File: config.mk
export PLATFORM = sky130hd
export DESIGN_NAME = imem_loader_flat
export DESIGN_NICKNAME = d
export VERILOG_FILES = /design/src/rtl/imem_loader_pkg.sv /design/src/rtl/imem_loader_if.sv /design/src/rtl/imem_loader_byte_word_packer.sv /design/src/rtl/imem_loader.sv /design/src/flat_wrapper.sv
export SDC_FILE = /design/constraint.sdc
export NUM_CORES = 1
export LEC_CHECK = 0
export CORE_MARGIN = 8
export CORE_UTILIZATION = 40
export DETAILED_ROUTE_END_ITERATION = 12
export REMOVE_ABC_BUFFERS = 1
export SETUP_SLACK_MARGIN = 0.15
export SYNTH_ARGS = -nofsm -noshare
export SYNTH_HDL_FRONTEND = slang
export SYNTH_SLANG_ARGS = --single-unit
File: constraint.sdc
create_clock -name clk -period 3.6 [get_ports clk]
set_input_delay 0.72 -clock clk [delete_from_list [all_inputs] [get_ports clk]]
set_output_delay 0.72 -clock clk [all_outputs]
set_load 0.02 [all_outputs]
File: src/rtl/imem_loader_pkg.sv
// Shared constants and the loader state encoding for the single-cycle CPU
// instruction memory.
package imem_loader_pkg;

  localparam int IMEM_DEPTH = 64;
  localparam int INSTR_W    = 32;

  typedef enum logic [2:0] {
    ST_IDLE   = 3'd0,
    ST_LEN_HI = 3'd1,
    ST_LEN_LO = 3'd2,
    ST_DATA   = 3'd3,
    ST_CLEAR  = 3'd4,
    ST_DONE   = 3'd5,
    ST_ERR    = 3'd6
  } state_e;

endpackage

File: src/rtl/imem_loader_if.sv
// Bus bundle between the loader and its environment: the control inputs,
// the byte stream, the instruction memory write port and the status flags.
//
// Handshake: a byte moves on a rising clk edge where byte_valid and
// byte_ready are both high. The source holds byte_data stable while
// byte_valid is high and no transfer has happened yet. byte_ready depends
// only on loader state, never on byte_valid.
interface imem_loader_if #(
  parameter int ADDR_W = 6
);
  logic              start;
  logic              byte_valid;
  logic [7:0]        byte_data;
  logic              byte_ready;
  logic              imem_we;
  logic [ADDR_W-1:0] imem_addr;
  logic [31:0]       imem_wdata;
  logic              cpu_hold;
  logic              done;
  logic              error;

  // Stream source / system side.
  modport master (
    output start, byte_valid, byte_data,
    input  byte_ready, imem_we, imem_addr, imem_wdata, cpu_hold, done, error
  );

  // Loader side.
  modport slave (
    input  start, byte_valid, byte_data,
    output byte_ready, imem_we, imem_addr, imem_wdata, cpu_hold, done, error
  );
endinterface

File: src/rtl/imem_loader_byte_word_packer.sv
// Packs a big-endian byte stream into 32-bit words. word_valid_o pulses
// combinationally on the transfer that carries the fourth (LSB) byte, with
// the complete word on word_o in that same cycle.
module byte_word_packer
  import imem_loader_pkg::*;
(
  input  logic               clk,
  input  logic               rst,
  input  logic               clear_i,
  input  logic               byte_valid_i,
  input  logic [7:0]         byte_i,
  output logic [INSTR_W-1:0] word_o,
  output logic               word_valid_o
);

  // Only the three earlier bytes need storage; the fourth is taken
  // straight from the input when the word completes.
  logic [1:0]  idx_q;
  logic [23:0] shift_q;

  assign word_o       = {shift_q, byte_i};
  assign word_valid_o = byte_valid_i && (idx_q == 2'd3);

  // Byte index and shift register; cleared whenever no word is being built.
  always_ff @(posedge clk) begin
    if (rst || clear_i) begin
      idx_q   <= 2'd0;
      shift_q <= 24'd0;
    end else if (byte_valid_i) begin
      idx_q   <= idx_q + 2'd1;
      shift_q <= {shift_q[15:0], byte_i};
    end
  end

endmodule

File: src/rtl/imem_loader.sv
// Program loader: reads a length-prefixed byte image, writes it into the
// instruction memory, zero-fills the rest and releases the CPU when done.
module imem_loader
  import imem_loader_pkg::*;
#(
  parameter int DEPTH  = IMEM_DEPTH,
  parameter int ADDR_W = $clog2(DEPTH)
) (
  input  logic                 clk,
  input  logic                 rst,
  imem_loader_if.slave         bus,
  output state_e               dbg_state_o
);

  state_e              state_q, state_d;
  logic [15:0]         count_q, count_d;
  // One bit wider than the address so N == DEPTH compares without wrap.
  logic [ADDR_W:0]     word_idx_q, word_idx_d;
  logic                we_q, we_d;
  logic [ADDR_W-1:0]   addr_q, addr_d;
  logic [INSTR_W-1:0]  wdata_q, wdata_d;

  logic                byte_ready;
  logic                xfer;
  logic [15:0]         len_full;
  logic [INSTR_W-1:0]  pk_word;
  logic                pk_word_valid;

  assign byte_ready = (state_q == ST_LEN_HI) || (state_q == ST_LEN_LO) ||
                      (state_q == ST_DATA);
  assign xfer       = bus.byte_valid && byte_ready;
  assign len_full   = {count_q[15:8], bus.byte_data};

  byte_word_packer u_packer (
    .clk          (clk),
    .rst          (rst),
    .clear_i      (state_q != ST_DATA),
    .byte_valid_i (xfer && (state_q == ST_DATA)),
    .byte_i       (bus.byte_data),
    .word_o       (pk_word),
    .word_valid_o (pk_word_valid)
  );

  // State and write-port registers.
  always_ff @(posedge clk) begin
    if (rst) begin
      state_q    <= ST_IDLE;
      count_q    <= 16'd0;
      word_idx_q <= '0;
      we_q       <= 1'b0;
      addr_q     <= '0;
      wdata_q    <= '0;
    end else begin
      state_q    <= state_d;
      count_q    <= count_d;
      word_idx_q <= word_idx_d;
      we_q       <= we_d;
      addr_q     <= addr_d;
      wdata_q    <= wdata_d;
    end
  end

  // Next-state, length capture, word addressing and zero-fill sequencing.
  always_comb begin
    state_d    = state_q;
    count_d    = count_q;
    word_idx_d = word_idx_q;
    we_d       = 1'b0;
    addr_d     = addr_q;
    wdata_d    = wdata_q;

    case (state_q)
      ST_IDLE, ST_DONE, ST_ERR: begin
        if (bus.start) state_d = ST_LEN_HI;
      end

      ST_LEN_HI: begin
        if (xfer) begin
          count_d = {bus.byte_data, count_q[7:0]};
          state_d = ST_LEN_LO;
        end
      end

      ST_LEN_LO: begin
        if (xfer) begin
          count_d    = len_full;
          word_idx_d = '0;
          if ((len_full == 16'd0) || (32'(len_full) > DEPTH)) state_d = ST_ERR;
          else                                                 state_d = ST_DATA;
        end
      end

      ST_DATA: begin
        if (we_q) begin
          // The write for word word_idx_q is on the bus this cycle.
          word_idx_d = word_idx_q + 1'b1;
          if (32'(word_idx_q) + 1 == 32'(count_q)) begin
            if (32'(count_q) < DEPTH) begin
              // Chain straight into the first zero-fill write.
              state_d = ST_CLEAR;
              we_d    = 1'b1;
              addr_d  = ADDR_W'(count_q);
              wdata_d = '0;
            end else begin
              state_d = ST_DONE;
            end
          end
        end else if (pk_word_valid) begin
          we_d    = 1'b1;
          addr_d  = word_idx_q[ADDR_W-1:0];
          wdata_d = pk_word;
        end
      end

      ST_CLEAR: begin
        if (addr_q == ADDR_W'(DEPTH - 1)) begin
          state_d = ST_DONE;
        end else begin
          we_d    = 1'b1;
          addr_d  = addr_q + 1'b1;
          wdata_d = '0;
        end
      end

      default: state_d = ST_IDLE;
    endcase
  end

  assign bus.byte_ready = byte_ready;
  assign bus.imem_we    = we_q;
  assign bus.imem_addr  = addr_q;
  assign bus.imem_wdata = wdata_q;
  assign bus.cpu_hold   = (state_q != ST_DONE);
  assign bus.done       = (state_q == ST_DONE);
  assign bus.error      = (state_q == ST_ERR);
  assign dbg_state_o    = state_q;

endmodule

File: src/flat_wrapper.sv
// flat-port wrapper written by rule: the top's interface ports become plain ports
module imem_loader_flat import imem_loader_pkg::*;
#(
  parameter int DEPTH  = IMEM_DEPTH,
  parameter int ADDR_W = $clog2(DEPTH)
)
  (clk, rst, dbg_state_o, bus_start, bus_byte_valid, bus_byte_data, bus_byte_ready, bus_imem_we, bus_imem_addr, bus_imem_wdata, bus_cpu_hold, bus_done, bus_error);
  imem_loader_if #(.ADDR_W(ADDR_W)) bus_i ();
  input  logic clk;
  input  logic rst;
  output state_e dbg_state_o;
  input wire logic [$bits(bus_i.start)-1:0] bus_start;
  input wire logic [$bits(bus_i.byte_valid)-1:0] bus_byte_valid;
  input wire logic [$bits(bus_i.byte_data)-1:0] bus_byte_data;
  output wire logic [$bits(bus_i.byte_ready)-1:0] bus_byte_ready;
  output wire logic [$bits(bus_i.imem_we)-1:0] bus_imem_we;
  output wire logic [$bits(bus_i.imem_addr)-1:0] bus_imem_addr;
  output wire logic [$bits(bus_i.imem_wdata)-1:0] bus_imem_wdata;
  output wire logic [$bits(bus_i.cpu_hold)-1:0] bus_cpu_hold;
  output wire logic [$bits(bus_i.done)-1:0] bus_done;
  output wire logic [$bits(bus_i.error)-1:0] bus_error;
  assign bus_i.start = bus_start;
  assign bus_i.byte_valid = bus_byte_valid;
  assign bus_i.byte_data = bus_byte_data;
  assign bus_byte_ready = bus_i.byte_ready;
  assign bus_imem_we = bus_i.imem_we;
  assign bus_imem_addr = bus_i.imem_addr;
  assign bus_imem_wdata = bus_i.imem_wdata;
  assign bus_cpu_hold = bus_i.cpu_hold;
  assign bus_done = bus_i.done;
  assign bus_error = bus_i.error;
  imem_loader #(.DEPTH(DEPTH), .ADDR_W(ADDR_W)) u_core (.clk(clk), .rst(rst), .bus(bus_i), .dbg_state_o(dbg_state_o));
endmodule
==> impl_metrics.toml, run 1 <==
[clock_network]
cts_buffers = 9
cts_tree = "yes"
cts.sink_count = 91
clk_pin_slew_ns = 0.10
cts_resized = 0
cts_max_path_buffers = 2
clkLatencyLatePin_ns = 0.36
cts_setup_buffers = 0
cts.htree.levels = 3
cts_hold_buf = 0
cts-root-buf = "clkbuf_8"

[setup_path]
crit_type = "flop to flop"
path_max_fanout = 32
worstPathCellList = "ha_1, nand3_1, nor3b_1, o2111ai_1, a2111oi_4, nor3_4, buf_4, a22o_1"
cp.required_ns = 3.84
slowest_delay_ns = 0.64
critPathSlowestCell = "a2111oi_4"
worst_setup_path_end_kind = "flop"
cp.arrival_ns = 3.15
start_kind = "flop"

[synthesis]
synth_cell_types = 59
synthesis.area_mm2 = 0.00394
synth-main-ff-cell = "dfxtp_1"
ys_seq_elements = 91
synth_edf_count = 0
syn_inst = 447
syn_area_per_cell_um2 = 8.81
ys_async_sr_fraction_pct = 0
ys_warn_count = 0
ys_seq_area_share_pct = 46.3

[power]
power.internal_w = 0.00165
p_per_area_mw_per_mm2 = 491
p_switching_w = 0.000728
clkPwrFrac_pct = 32.5
combinationalPowerShare_pct = 20.8
p_seq_share_pct = 46.7
power_leakage_nw = 1.66
vdd_ir_drop_max_uv = 254
p_total_w = 0.00238
switching_share_pct = 30.6

[global_routing]
grt_pass1_vias = 3230
grt_first_pass_wirelength_mm = 16.1
grt.overflow.total = 0
grt_start_max_net_pins = 33
antenna_found_initial = 0
grt_usage_pct = 15.0

[finish]
seq_area_mm2 = 0.00182
nets = 509
synthToLayoutAreaGrowth_pct = 23.1
finalNonFillerCells = 632
layout_commonest_cell = "dfxtp_1"
multi_input_area_mm2 = 0.00197
filler_cell_count = 928
diodes = 0
layout-drive-gt1-share_pct = 7.41
final_cell_mix = "dfxtp_1 (91), nand2_1 (77), clkdlybuf4s50_1 (57)"

[timing]
maxSlewHeadroom_pct = 44.7
fin_setup_tns_ns = 0
rsz0062_at_grt = "no"
fin_worst_skew_ns = 0.0149
max_freq_ghz = 0.345
worst_slew_pin_slew_ns = 0.824
setup_viol = 0
finalCritPeriodShare_pct = 80.6
hold_viol = 0
maxSlewViolCount = 0
fin_crit_ns = 2.90
holdWs_ns = 0.463

[floorplanning]
io_pins = 58
fp.dieArea_mm2 = 0.0133
chipWidth_um = 115
coreArea_mm2 = 0.00968
die_h_um = 115
start_util_pct = 40.6
rows = 36

[drt]
dr_total_vias = 3377
drc_errors = 0
drt_iter0_drc = 180
drt-total-wl_mm = 9.93
viasPerCell = 5.34
antenna_left = 0
dr.pass1.iters = 4
routedWlPerCell_um = 15.7

[flow_run]
maxCapViolCount = 0

[min_path]
hold_class = "flop to flop"

[placement]
place_inst = 616
dp_hpwl_mm = 6.77
gp_congestion = 0.810
portBuffers = 57

[status]
run_status = "finished, final reports clean"
[final cells by class]
cell class / count / area share, %
clock buffers: 10 / 2.63
clock inverters: 6 / 1.99
inverters: 3 / 0.232
multi-input cells: 321 / 40.6
flip-flops and latches: 91 / 37.6
well taps: 133 / 3.43
repair buffers: 68 / 13.5
[kinds of logic after synthesis]
kind of cell             synth area share, %
buffers and inverters                   3.94
AO/OA/AOI/OAI                           20.8
AND/OR/NAND/NOR                         22.2
adder cells (fa/ha/maj)                0.954
multiplexers                            4.07
flip-flops                              46.3
XOR/XNOR                                1.78
[worst max-delay path, delay by kind of cell (launching register included)]
family                   cells  cell delay (ns)
adder cells (fa/ha/maj)      1             0.35
AO/OA/AOI/OAI                3             1.12
flip-flops                   1             0.51
AND/OR/NAND/NOR              3             0.53
buffers and inverters        1             0.26
[cell usage after synthesis, types with 2 or more instances]
cell	number	area share, %
o2111ai_1	2	0.45
mux2i_1	16	4.1
nand3_1	11	1.4
xnor2_1	5	1.1
or3_1	5	0.79
nand2_1	77	7.3
nor2_1	30	2.9
buf_6	3	0.86
nor4_1	2	0.32
dfxtp_1	91	46
o21ai_0	10	1.3
o32ai_1	2	0.45
a21o_1	3	0.57
clkbuf_1	27	2.6
a22o_1	32	7.1
a31oi_1	3	0.48
nor3_1	3	0.38
a21oi_1	47	6.0
xor2_1	3	0.67
nor2b_1	4	0.64
or4_1	4	0.76
and3b_1	2	0.45
nand4b_1	4	0.89
inv_1	3	0.29
nor3b_1	6	1.1
o22ai_1	2	0.32
nand2b_1	4	0.64
or2_2	4	0.64
ha_1	3	0.95
o31a_1	4	0.89
a211oi_1	2	0.38
and3_1	6	0.95
[registers in the layout, summed over array words and instances, names as in the netlist]
signal / flops
u_core.bus.imem_we: 1
u_core.count_q: 16
u_core.u_packer.shift_q: 24
u_core.bus.imem_addr: 6
u_core.u_packer.idx_q: 2
u_core.bus.imem_wdata: 32
u_core.dbg_state_o: 3
u_core.word_idx_q: 7
[worst paths after layout]
kind | startpoint | depth (start not counted) | slack, ns | to
hold reg to reg | u_core.u_packer.shift_q[18]$_SDFFE_PP0P_ | 2 | 0.46 | u_core.u_packer.shift_q[18]$_SDFFE_PP0P_
hold / removal | u_core.u_packer.shift_q[18]$_SDFFE_PP0P_ | 2 | 0.46 | u_core.u_packer.shift_q[18]$_SDFFE_PP0P_
setup / recovery | u_core.word_idx_q[0]$_SDFFE_PP0P_ | 8 | 0.70 | u_core.bus.imem_wdata[19]$_SDFFE_PP0P_
setup reg to reg | u_core.word_idx_q[0]$_SDFFE_PP0P_ | 8 | 0.70 | u_core.bus.imem_wdata[19]$_SDFFE_PP0P_
[layer usage]
metal	wire length, µm	GRT usage [%]
met5	0	0
met4	63	3.94
met3	493	3.99
met2	4620	23.9
met1	4750	19.6
[power by group through the flow]
| stage | registers, W | clock network, W | logic (W) |
|---|---|---|---|
| after global placement | 0.00113 | 0 | 0.000485 |
| after detailed placement | 0.00113 | 0 | 0.000492 |
| after CTS | 0.00111 | 0.000800 | 0.000494 |
| after floorplan | 0.00114 | 0 | 0.000278 |
| after global routing | 0.00112 | 0.000842 | 0.000538 |
| final | 0.00111 | 0.000774 | 0.000494 |
[metrics by stage]
step,instance area (µm²),utilization (%),setup WS [ns]
final,4840,50.0,0.698
after global routing,4840,50.0,0.517
after CTS,4840,50.0,0.714
after detailed placement,4620,47.7,0.570
after global placement,4620,47.7,0.610
after floorplan,3790,-,0.208
Power figures use the tool's default switching activity.
==> run 2: changes to the inputs <==
Clock period 3.6 ns to 2.5 ns, I/O delays scaled along.
==> run 2 against run 1 <==
- the run now ends with negative setup slack left
- sequential power increased by 42%
- register-to-register slack got worse by 0.70 ns
- global-route usage rose by 0.39 points
- cell count up 4.1%
- hold slack worse by 0.00059 ns
- highest routed layer unchanged
==> impl_metrics.toml, run 2 (synthesized netlist as in run 1, its figures left out) <==
[global_routing]
grt_start_max_net_pins = 33
grt_usage_pct = 15.4
grt_first_pass_wirelength_mm = 16.5
grt_pass1_vias = 3295
antenna_found_initial = 0
grt.overflow.total = 0

[finish]
diodes = 0
synthToLayoutAreaGrowth_pct = 30.1
nets = 536
layout-drive-gt1-share_pct = 14.9
layout_commonest_cell = "dfxtp_1"
largest_reg_flops = 32
final_cell_mix = "dfxtp_1 (88), nand2_1 (77), clkdlybuf4s50_1 (56)"

[clock_network]
cts-root-buf = "clkbuf_8"
cts.sink_count = 91
clk_pin_slew_ns = 0.10
cts_max_path_buffers = 2
cts_buffers = 9
cts_hold_buf = 0
clkLatencyLatePin_ns = 0.35
cts.htree.levels = 3
cts_tree = "yes"

[timing]
holdWs_ns = 0.462
maxSlewViolCount = 0
fin_setup_tns_ns = -0.00556
maxSlewHeadroom_pct = 65.8
max_freq_ghz = 0.399
hold_viol = 0
fin_worst_skew_ns = 0.0105
rsz0062_at_grt = "yes"
worst_slew_pin_slew_ns = 0.513
finalCritPeriodShare_pct = 100
setup_viol = 1
fin_crit_ns = 2.51
setup_slack_ns = -0.00556

[min_path]
hold_class = "flop to flop"

[placement]
gp_congestion = 0.862
dp_hpwl_mm = 7.05
portBuffers = 57
dp_slack_ns = -0.262

[power]
p_per_area_mw_per_mm2 = 670
clkPwrFrac_pct = 29.4
combinationalPowerShare_pct = 24.7
p_switching_w = 0.00107
power_leakage_nw = 1.81
power.internal_w = 0.00236
switching_share_pct = 31.2
vdd_ir_drop_max_uv = 300
p_seq_share_pct = 45.9

[floorplanning]
fp.dieArea_mm2 = 0.0133
chipWidth_um = 115
die_h_um = 115
io_pins = 58
coreArea_mm2 = 0.00968
rows = 36
start_util_pct = 40.6

[drt]
viasPerCell = 5.25
drt_iter0_drc = 175
drc_errors = 0
dr_total_vias = 3454
routedWlPerCell_um = 15.3
antenna_left = 0
drt-total-wl_mm = 10.1
dr.pass1.iters = 4

[setup_path]
start_kind = "flop"
worst_setup_path_end_kind = "flop"
path_max_fanout = 3
cp.required_ns = 2.79
crit_type = "flop to flop"
cp.arrival_ns = 2.79

[status]
failed_checks = "negative setup slack"
run_status = "finished with violations"

[flow_run]
maxCapViolCount = 0
## run 2: cell types whose count changed in the layout (fill, tap and decap cells not counted), sizes merged
cell,before,now
clkbuf,10,9
clkdlybuf4s50,57,56
dlymetal6s2s,0,1
clkinv,1,0
bufinv,2,1
clkinvlp,1,3
buf,11,38
## run 2: cell type report
class	count	area [µm²]
tap	133	166
inverter	3	11.3
fill	927	4560
timing repair buffer	95	883
sequential	91	1830
clock buffer	9	124
clock inverter	6	72.6
multi-input combinational	321	2030
## run 2: path summary, 6_finish.rpt
check / from / endpoint / slack, ns / cells past startpoint
worst max-delay path: u_core.count_q[12]$_SDFFE_PP0P_ / u_core.bus.imem_addr[0]$_SDFFE_PP0P_ / -0.006 / 7
worst min-delay path: u_core.u_packer.shift_q[15]$_SDFFE_PP0P_ / u_core.u_packer.shift_q[23]$_SDFFE_PP0P_ / 0.46 / 2
worst max register to register: u_core.count_q[12]$_SDFFE_PP0P_ / u_core.bus.imem_addr[0]$_SDFFE_PP0P_ / -0.006 / 7
worst min register to register: u_core.u_packer.shift_q[15]$_SDFFE_PP0P_ / u_core.u_packer.shift_q[23]$_SDFFE_PP0P_ / 0.46 / 2
## run 2: power by group through the flow
stage	registers, W	clock network [W]	logic (W)
4_1_cts	0.00157	0.00104	0.000822
5_1_grt	0.00159	0.00109	0.000928
2_1_floorplan	0.00164	0	0.000400
3_3_place_gp	0.00160	0	0.000794
6_report	0.00158	0.00101	0.000848
3_5_place_dp	0.00160	0	0.000804
## run 2: per-layer routing
layer / vias to the layer above / part of all wire [%] / track usage, %
li1: 1745 / - / -
met1: 1644 / 47 / 19.7
met2: 63 / 49 / 25.6
met3: 2 / 4.2 / 3.73
met4: 0 / 0.26 / 3.42
met5: - / 0 / 0
## run 2: critical path, cell delays in order, from the launching register on
cell	delay (ns)
dfxtp_2	0.33
or4_4	0.56
or2_1	0.26
or4_4	0.44
buf_4	0.15
or3b_4	0.37
o31a_1	0.24
a21oi_1	0.11
## run 2: repair_timing
| action | 4_1_cts | 5_1_grt |
|---|---|---|
| resized for setup | 9 | 10 |
| setup endpoints to repair | 42 | 43 |
| pin swaps | 2 | 3 |
| setup buffers | 2 | 4 |
## run 2: stage by stage
stage                     cells  cell area (µm²)  total power, W  util, %
after floorplan             415             3790         0.00204        -
after global placement      637             4800         0.00239     49.6
after detailed placement    637             4800         0.00241     49.6
after CTS                   654             5040         0.00344     52.1
after global routing        658             5120         0.00361     52.9
final                       658             5120         0.00343     52.9
